`src/rtl/ps2_host_tx.sv`:
```
// rtl/ps2_host_tx.sv - PS/2 host-to-device command transmitter with open-drain enables
module ps2_host_tx #(
  parameter int INHIBIT_CYCLES = 12000,
  parameter int TIMEOUT_CYCLES = 2000000
) (
  input  logic       clk,
  input  logic       rst,
  input  logic [7:0] tx_data,
  input  logic       tx_start,
  input  logic       ps2_clk_i,
  input  logic       ps2_data_i,
  output logic       ps2_clk_oe,
  output logic       ps2_data_oe,
  output logic       busy,
  output logic       done,
  output logic       err
);

  localparam int ICW = $clog2(INHIBIT_CYCLES + 1);
  localparam int TCW = $clog2(TIMEOUT_CYCLES + 1);
  localparam logic [ICW-1:0] INH_LAST  = ICW'(INHIBIT_CYCLES - 1);
  localparam logic [ICW-1:0] INH_HALF  = ICW'(INHIBIT_CYCLES / 2 - 1);
  localparam logic [TCW-1:0] TOUT_LAST = TCW'(TIMEOUT_CYCLES - 1);

  typedef enum logic [2:0] {
    S_IDLE, S_INHIBIT, S_SHIFT, S_ACK, S_WAIT_IDLE, S_DONE, S_ERR
  } state_t;

  state_t         state_q, state_d;
  logic [9:0]     sh_q, sh_d;
  logic [3:0]     bitcnt_q, bitcnt_d;
  logic [ICW-1:0] icnt_q, icnt_d;
  logic [TCW-1:0] tout_q, tout_d;
  logic           clk_oe_q, clk_oe_d;
  logic           data_oe_q, data_oe_d;
  logic           busy_q, busy_d;
  logic           done_q, done_d;
  logic           err_q, err_d;

  logic clk_meta_q, clk_sync_q, clk_prev_q, fe_q;
  logic data_meta_q, data_sync_q;
  logic go_err;

  // Two-flop synchronisers on the pins plus a registered falling-edge detect of the device clock
  always_ff @(posedge clk) begin
    if (rst) begin
      clk_meta_q  <= 1'b1;
      clk_sync_q  <= 1'b1;
      clk_prev_q  <= 1'b1;
      fe_q        <= 1'b0;
      data_meta_q <= 1'b1;
      data_sync_q <= 1'b1;
    end else begin
      clk_meta_q  <= ps2_clk_i;
      clk_sync_q  <= clk_meta_q;
      clk_prev_q  <= clk_sync_q;
      fe_q        <= clk_prev_q & ~clk_sync_q;
      data_meta_q <= ps2_data_i;
      data_sync_q <= data_meta_q;
    end
  end

  // State, frame, counters and registered outputs
  always_ff @(posedge clk) begin
    if (rst) begin
      state_q   <= S_IDLE;
      sh_q      <= '0;
      bitcnt_q  <= '0;
      icnt_q    <= '0;
      tout_q    <= '0;
      clk_oe_q  <= 1'b0;
      data_oe_q <= 1'b0;
      busy_q    <= 1'b0;
      done_q    <= 1'b0;
      err_q     <= 1'b0;
    end else begin
      state_q   <= state_d;
      sh_q      <= sh_d;
      bitcnt_q  <= bitcnt_d;
      icnt_q    <= icnt_d;
      tout_q    <= tout_d;
      clk_oe_q  <= clk_oe_d;
      data_oe_q <= data_oe_d;
      busy_q    <= busy_d;
      done_q    <= done_d;
      err_q     <= err_d;
    end
  end

  // Next-state and next-output logic; outputs are computed one cycle ahead so they leave the flops
  always_comb begin
    state_d   = state_q;
    sh_d      = sh_q;
    bitcnt_d  = bitcnt_q;
    icnt_d    = icnt_q;
    tout_d    = tout_q;
    clk_oe_d  = clk_oe_q;
    data_oe_d = data_oe_q;
    busy_d    = busy_q;
    done_d    = 1'b0;
    err_d     = 1'b0;
    go_err    = 1'b0;

    // Device-clock watchdog: restarts on every falling edge while the device is clocking
    if (state_q inside {S_SHIFT, S_ACK, S_WAIT_IDLE}) begin
      if (fe_q) begin
        tout_d = '0;
      end else if (tout_q == TOUT_LAST) begin
        go_err = 1'b1;
      end else begin
        tout_d = tout_q + 1'b1;
      end
    end

    case (state_q)
      S_IDLE: begin
        clk_oe_d  = 1'b0;
        data_oe_d = 1'b0;
        busy_d    = 1'b0;
        if (tx_start) begin
          sh_d     = {1'b1, ~^tx_data, tx_data};
          bitcnt_d = '0;
          icnt_d   = '0;
          tout_d   = '0;
          busy_d   = 1'b1;
          clk_oe_d = 1'b1;
          state_d  = S_INHIBIT;
        end
      end
      S_INHIBIT: begin
        icnt_d = icnt_q + 1'b1;
        // Pulling DATA low halfway through the inhibit forms the start bit
        if (icnt_q == INH_HALF) data_oe_d = 1'b1;
        if (icnt_q == INH_LAST) begin
          clk_oe_d = 1'b0;
          tout_d   = '0;
          state_d  = S_SHIFT;
        end
      end
      S_SHIFT: begin
        if (fe_q) begin
          data_oe_d = ~sh_q[bitcnt_q];
          bitcnt_d  = bitcnt_q + 1'b1;
          if (bitcnt_q == 4'd9) state_d = S_ACK;
        end
      end
      S_ACK: begin
        if (fe_q) begin
          if (data_sync_q) go_err = 1'b1;
          else             state_d = S_WAIT_IDLE;
        end
      end
      S_WAIT_IDLE: begin
        if (clk_sync_q && data_sync_q) begin
          state_d   = S_DONE;
          done_d    = 1'b1;
          busy_d    = 1'b0;
          clk_oe_d  = 1'b0;
          data_oe_d = 1'b0;
        end
      end
      S_DONE, S_ERR: begin
        state_d = S_IDLE;
      end
      default: begin
        state_d = S_IDLE;
      end
    endcase

    // Any abort releases both lines and reports through the one-cycle ERR state
    if (go_err) begin
      state_d   = S_ERR;
      err_d     = 1'b1;
      done_d    = 1'b0;
      busy_d    = 1'b0;
      clk_oe_d  = 1'b0;
      data_oe_d = 1'b0;
    end
  end

  assign ps2_clk_oe  = clk_oe_q;
  assign ps2_data_oe = data_oe_q;
  assign busy        = busy_q;
  assign done        = done_q;
  assign err         = err_q;

endmodule
```
`config.mk`:
```
export PLATFORM = sky130hd
export DESIGN_NAME = ps2_host_tx
export DESIGN_NICKNAME = d
export VERILOG_FILES = /design/src/rtl/ps2_host_tx.sv
export SDC_FILE = /design/constraint.sdc
export NUM_CORES = 1
export LEC_CHECK = 0
export ABC_AREA = 1
export ABC_CLOCK_PERIOD_IN_PS = 1650
export BUFFER_PORTS_ARGS = -buffer_cell sky130_fd_sc_hd__buf_4
export CORE_AREA = 3 3 80 82
export DETAILED_ROUTE_END_ITERATION = 8
export DIE_AREA = 0 0 83 85
export PLACE_DENSITY = 0.73
export SLEW_MARGIN = 20
export SYNTH_ARGS = -nofsm -noshare
export SYNTH_HDL_FRONTEND = slang
export SYNTH_SLANG_ARGS = --single-unit
export TNS_END_PERCENT = 20
```
`constraint.sdc`:
```
create_clock -name clk -period 1.65 [get_ports clk]
set_input_delay 0.33 -clock clk [delete_from_list [all_inputs] [get_ports clk]]
set_output_delay 0.33 -clock clk [all_outputs]
set_load 0.02 [all_outputs]
```
Word level (Yosys, flattened, before mapping)
Index checks and enable logic that the tools add are counted.
{"block": "word_totals", "output_inout_bits": 5, "reg_bits": 63, "romBits": 0, "n_memories": 0, "wordCells": 105, "in_bits": 13, "latchBits": 0, "ram_bits": 0}
{"block": "classes", "order_cmp": 1, "add_sub_neg": 3, "bitwise_logic": 4, "n_reduce_logical": 19, "n_shift": 0, "mul": 0, "n_div": 0, "eq_ne": 23, "n_mux": 38}
{"operator": "two-way mux 21 bit", "count": 5}
{"operator": "case mux 21 bit (2 select lines)", "count": 1}
{"operator": "case mux 14 bit (2 select lines)", "count": 1}
{"operator": "two-way mux 3 bit", "count": 8}
{"operator": "adder 21 x 1 -> 21 bit (second input constant)", "count": 1}
{"operator": "== test 21 bit (second input constant)", "count": 1}
{"operator": "inequality test 3 bit (second input constant)", "count": 5}
{"operator": "case mux 3 bit (5 select lines)", "count": 1}
{"operator": "adder 14 x 1 -> 14 bit (second input constant)", "count": 1}
{"operator": "== test 14 x 13 -> 1 bit (second input constant)", "count": 1}
{"operator": "== test 14 bit (second input constant)", "count": 1}
{"operator": "two-way mux 1 bit", "count": 14}
{"operator": "two-way mux 14 bit", "count": 1}
{"operator": "AND reduction 7 bit", "count": 2}
{"operator": "inequality test 2 bit (second input constant)", "count": 6}
{"operator": "two-way mux 4 bit", "count": 2}
{"operator": "case mux 4 bit (2 select lines)", "count": 1}
{"operator": "XNOR reduction 8 bit", "count": 1}
{"operator": "== test 3 x 2 -> 1 bit (second input constant)", "count": 2}
{"operator": "inequality test 3 x 2 -> 1 bit (second input constant)", "count": 2}
{"operator": "AND reduction 2 bit", "count": 3}
{"operator": "AND reduction 3 bit", "count": 2}
{"operator": "nonzero test 2 bit", "count": 3}
{"operator": "nonzero test 3 bit", "count": 2}
{"operator": "18 further kinds", "count": 21}

Logic depth before layout (Yosys ltp)
{"block": "depth", "ltp_word": 9, "mapped_depth": 11, "ltp_nobuf": 11}

Least setup slack after synthesis
No wires, ideal clock.
{"block": "synth_path", "kind": "register -> register", "startpoint": "register icnt_q[0]", "endpoint": "register icnt_q[12]", "setup_ns": 0.109, "synth_period_minus_slack_ns": 1.497, "path_stages_with_launch": 11, "path_slack_ns": 0.153, "arrival_time_ns": 1.389, "required_time_ns": 1.541, "n_path_buf": 0, "path_cell_list": "dfxtp_1 > ha_1 > nand3_1 > nor2_1 > nand2_1 > nor3_2 > nand2_1 > nor2_1 > o21ai_0 > nand2_1 > inv_1"}
{"block": "synth_via", "elab_chain_len": 2}
{"element": "start, declared", "line": "32", "source": "logic [ICW-1:0] icnt_q, icnt_d;"}
{"element": "start signal, assigned", "line": "80", "source": "icnt_q <= icnt_d;"}
{"element": "adder 14 x 1 -> 14 bit", "line": "131", "source": "icnt_d = icnt_q + 1'b1;"}
{"element": "case mux 14 bit (2 select lines)", "line": "115", "source": "case (state_q)"}
No other way between the ends.
A chain may end at the register's enable or synchronous reset.

Final worst setup path
{"block": "layout_path", "startpoint": "register icnt_q[1]", "endpoint": "register tout_q[11]"}
{"block": "layout_via", "elab_chain_len": 3}
{"element": "== test 14 bit", "line": "134", "source": "if (icnt_q == INH_LAST) begin"}
{"element": "two-way mux 21 bit", "line": "134"}
{"element": "case mux 21 bit (2 select lines)", "line": "115"}
{"element": "end signal, assigned", "line": "81", "source": "tout_q <= tout_d;"}
{"element": "end, declared", "line": "33", "source": "logic [TCW-1:0] tout_q, tout_d;"}
No other way between the ends.

==> results.yml <==
detailed_routing:
  vias: 3382
  wire_per_inst_um: 12.8
  drt_wl_total_um: 8180
  remaining_drc_errors: 0
  postRouteAntennaNets: 0
  via_per_inst: 5.29
  first_pass_iters: 4
  drtIter0Drc: 162
timing:
  fin_worst_skew_ps: 6.36
  setup_violations: 0
  tns_ps: 0
  hold_viol: 0
  rsz0062_at_grt: "yes"
  fmax_mhz: 622
  worstMarginPinSlew_ps: 255
  min_period_ps: 1610
  slew_viol_final: 0
  finalCritPeriodShare_pct: 97.5
  relSlewSlack_pct: 82.9
  holdWs_ps: 169
logic_synthesis:
  synth-edff-count: 0
  synth_seq_area_share_pct: 37.7
  synthDistinctLibCells: 36
  yosys_warnings: 0
  synth_nets: 531
  synth_common_cells: "nand2_1, nor2_1, inv_1, dfxtp_1, nand3_1"
  ys_ff_latch: 63
  synthCells: 514
  synth.cell_area_sq_mm: 0.00335
  avgSynthCellArea_sq_um: 6.51
  synth-main-ff-cell: "dfxtp_1"
  yosysMostFrequentCell: "nand2_1"
  yosysTopAreaCell: "dfxtp_1"
  synth_mux_area_share_pct: 0
  yosys.area_share.adder_pct: 1.50
  synth_simple_gate_area_share_pct: 37.2
  synth.area.top_cells: "dfxtp_1, nand2_1, nor2_1, inv_1, nand3_1"
  synthArstFlopShare_pct: 0
  synth_compound_area_share_pct: 11.4
  synth_top_family_by_area: "simple AND/OR/NAND/NOR gates"
  synth-xor-area-share_pct: 2.09
  synth_top_area_share_pct: 37.7
global_routing:
  grt_remaining_overflow: 0
  grt_pass1_wl_um: 13800
  grt_use_total_pct: 23.8
  grt_pass1_vias: 3224
  antenna_found_initial: 0
  grt_max_degree: 22
clock_network:
  root_buffer: "clkbuf_8"
  clock_sinks: 63
  clk_transition_reported_paths_ps: 70
  clockBufferDepth: 2
  htreeDepth: 3
  cts_tree: "built"
  cts_buffers: 9
  clk_latency_ps: 350
finish:
  nets: 578
  syn_to_final_growth_pct: 22.4
  design_area_sq_mm: 0.00410
  fill_cells: 501
  antenna_cells: 0
  drive_gt1_share_pct: 19.9
setup_path:
  slowest_stage: "dfxtp_4"
  cp_common_cell: "buf_6"
  crit_chain: "ha_4 > nand3_4 > nor2_4 > buf_6 > nand4_1 > nand2_4 > a21oi_4 > buf_6 > nand2_1 > nor2_1"
  crit_fanout: 7
  critical-path-top-delay-family: "simple AND/OR/NAND/NOR gates"
  critical_path_class: "flip-flop to flip-flop"
  worstPathArrival_ps: 1850
  start_kind: "flip-flop"
  required_ps: 1890
  cpPeakStageDelay_ps: 370
  end_kind: "flip-flop"
  critical_path_buf_inv_count: 2
placed_design:
  dp_hpwl_um: 5700
  placed_area_sq_mm: 0.00368
  place_congestion: 0.889
  portBuffers: 17
pwr:
  combPwrFrac_pct: 37.3
  seq_power_share_pct: 38.3
  power_density_mw_per_mm2: 1170
  p_clk_share_pct: 24.4
  power_switching_mw: 1.74
  power.total_mw: 4.81
  p_sw_share_pct: 36.1
  ir_worst_vdd_mv: 0.872
  internal-power_mw: 3.07
  leakage_nw: 1.75
floorplan:
  die_area_sq_mm: 0.00706
  io_pins: 18
  die_h_um: 85
  fp.coreArea_sq_mm: 0.00582
  start_util_pct: 57.5
  die_x_um: 83
  std_cell_rows: 28
job:
  drv_cap: 0
run_status:
  status: "finished clean"
hold_path:
  worstHoldPathType: "input pin to flip-flop"
==> stage by stage <==
step	instances	utilization, %	setup slack (ps)
floorplan	514	-	153
global placement	617	63.3	3.55
detailed placement	617	63.3	-21.4
CTS	631	66.2	-5.32
global route	639	70.4	-58.1
finish	639	70.4	41.7
==> worst paths after layout <==
kind / startpoint / endpoint / slack (ps) / cells past startpoint
worst max-delay path: icnt_q[1] / tout_q[11] / 40 / 10
worst min-delay path: ps2_clk_i / clk_meta_q / 170 / 2
worst max register to register: icnt_q[1] / tout_q[11] / 40 / 10
worst min register to register: clk_meta_q / clk_sync_q / 410 / 1
==> sequential cells by signal (all words and copies together), names as in the netlist, 3 cells and up <==
signal	count
bitcnt_q	4
icnt_q	14
sh_q	10
state_q	3
tout_q	21
==> per-layer routing <==
metal | up-vias | wire length, um | global-route usage, %
li1 | 1729 | - | -
met1 | 1553 | 3550 | 26.7
met2 | 70 | 4040 | 43.1
met3 | 30 | 267 | 5.05
met4 | 0 | 322 | 11.1
met5 | - | 0 | 0
==> layout by cell type, fill, tap and decap left out, types with 2 or more instances in the layout <==
master	netlist	routed
nand4_1	13	13
nor3_2	1	2
clkbuf_8	0	11
a31oi_1	2	2
nor2_1	86	76
inv_2	6	7
inv_1	69	68
ha_4	0	2
nand2_2	4	6
dfxtp_1	63	57
o22ai_1	2	2
or2_2	6	6
dfxtp_4	0	2
buf_4	2	41
nor2_2	1	8
a211oi_1	2	2
o21ai_1	0	3
o21bai_1	2	2
o21ai_0	27	23
nand3_4	0	2
nand3_2	2	4
clkbuf_1	4	2
nand3_1	37	33
a221oi_1	2	2
nor2_4	2	5
a21oi_1	24	24
clkbuf_16	0	2
xnor2_1	7	7
nand2_1	122	117
nor3_1	9	8
nand2_4	1	4
buf_6	1	2
o211ai_1	3	3
dfxtp_2	0	4
ha_1	4	2
==> worst reg2reg max path, stage by stage, from the launching register on <==
cell     delay (ps)
dfxtp_4         370
ha_4            150
nand3_4          90
nor2_4          150
buf_6           110
nand4_1         130
nand2_4         170
a21oi_4          90
buf_6           150
nand2_1          70
nor2_1           40
==> logic make-up after synthesis <==
group / after synthesis
AOI/OAI and AO/OA: 67
buffers and inverters: 85
xor gates and xnor gates: 8
adders and majority gates: 4
DFF: 63
and+or+nand+nor: 287
==> power groups by stage <==
stage	clock [mW]	sequential [mW]	combinational, mW
after floorplan	0	1.87	1.04
after global placement	0	1.84	1.53
after detailed placement	0	1.84	1.54
after CTS	1.18	1.81	1.54
after global routing	1.26	1.87	2.01
final	1.17	1.84	1.80
==> area by class of cell <==
type	count	area, sq um	share of cell area, %
clock buffers	13	159	3.88
clock inverters	1	5.00	0.122
inverters	75	282	6.87
multi-input cells	366	1880	46.0
flip-flops and latches	63	1270	31.1
well taps	75	93.8	2.29
repair buffers	46	400	9.77
==> timing repair <==
item | CTS | global route
setup buffers | 0 | 6
setup endpoints to repair | 10 | 38
hold endpoints to repair | 0 | 0
hold buffers | 0 | 0
gates resized for setup | 2 | 46
cloned | 0 | 2
pin swaps | 0 | 14
(Power assumes the default switching activity.)
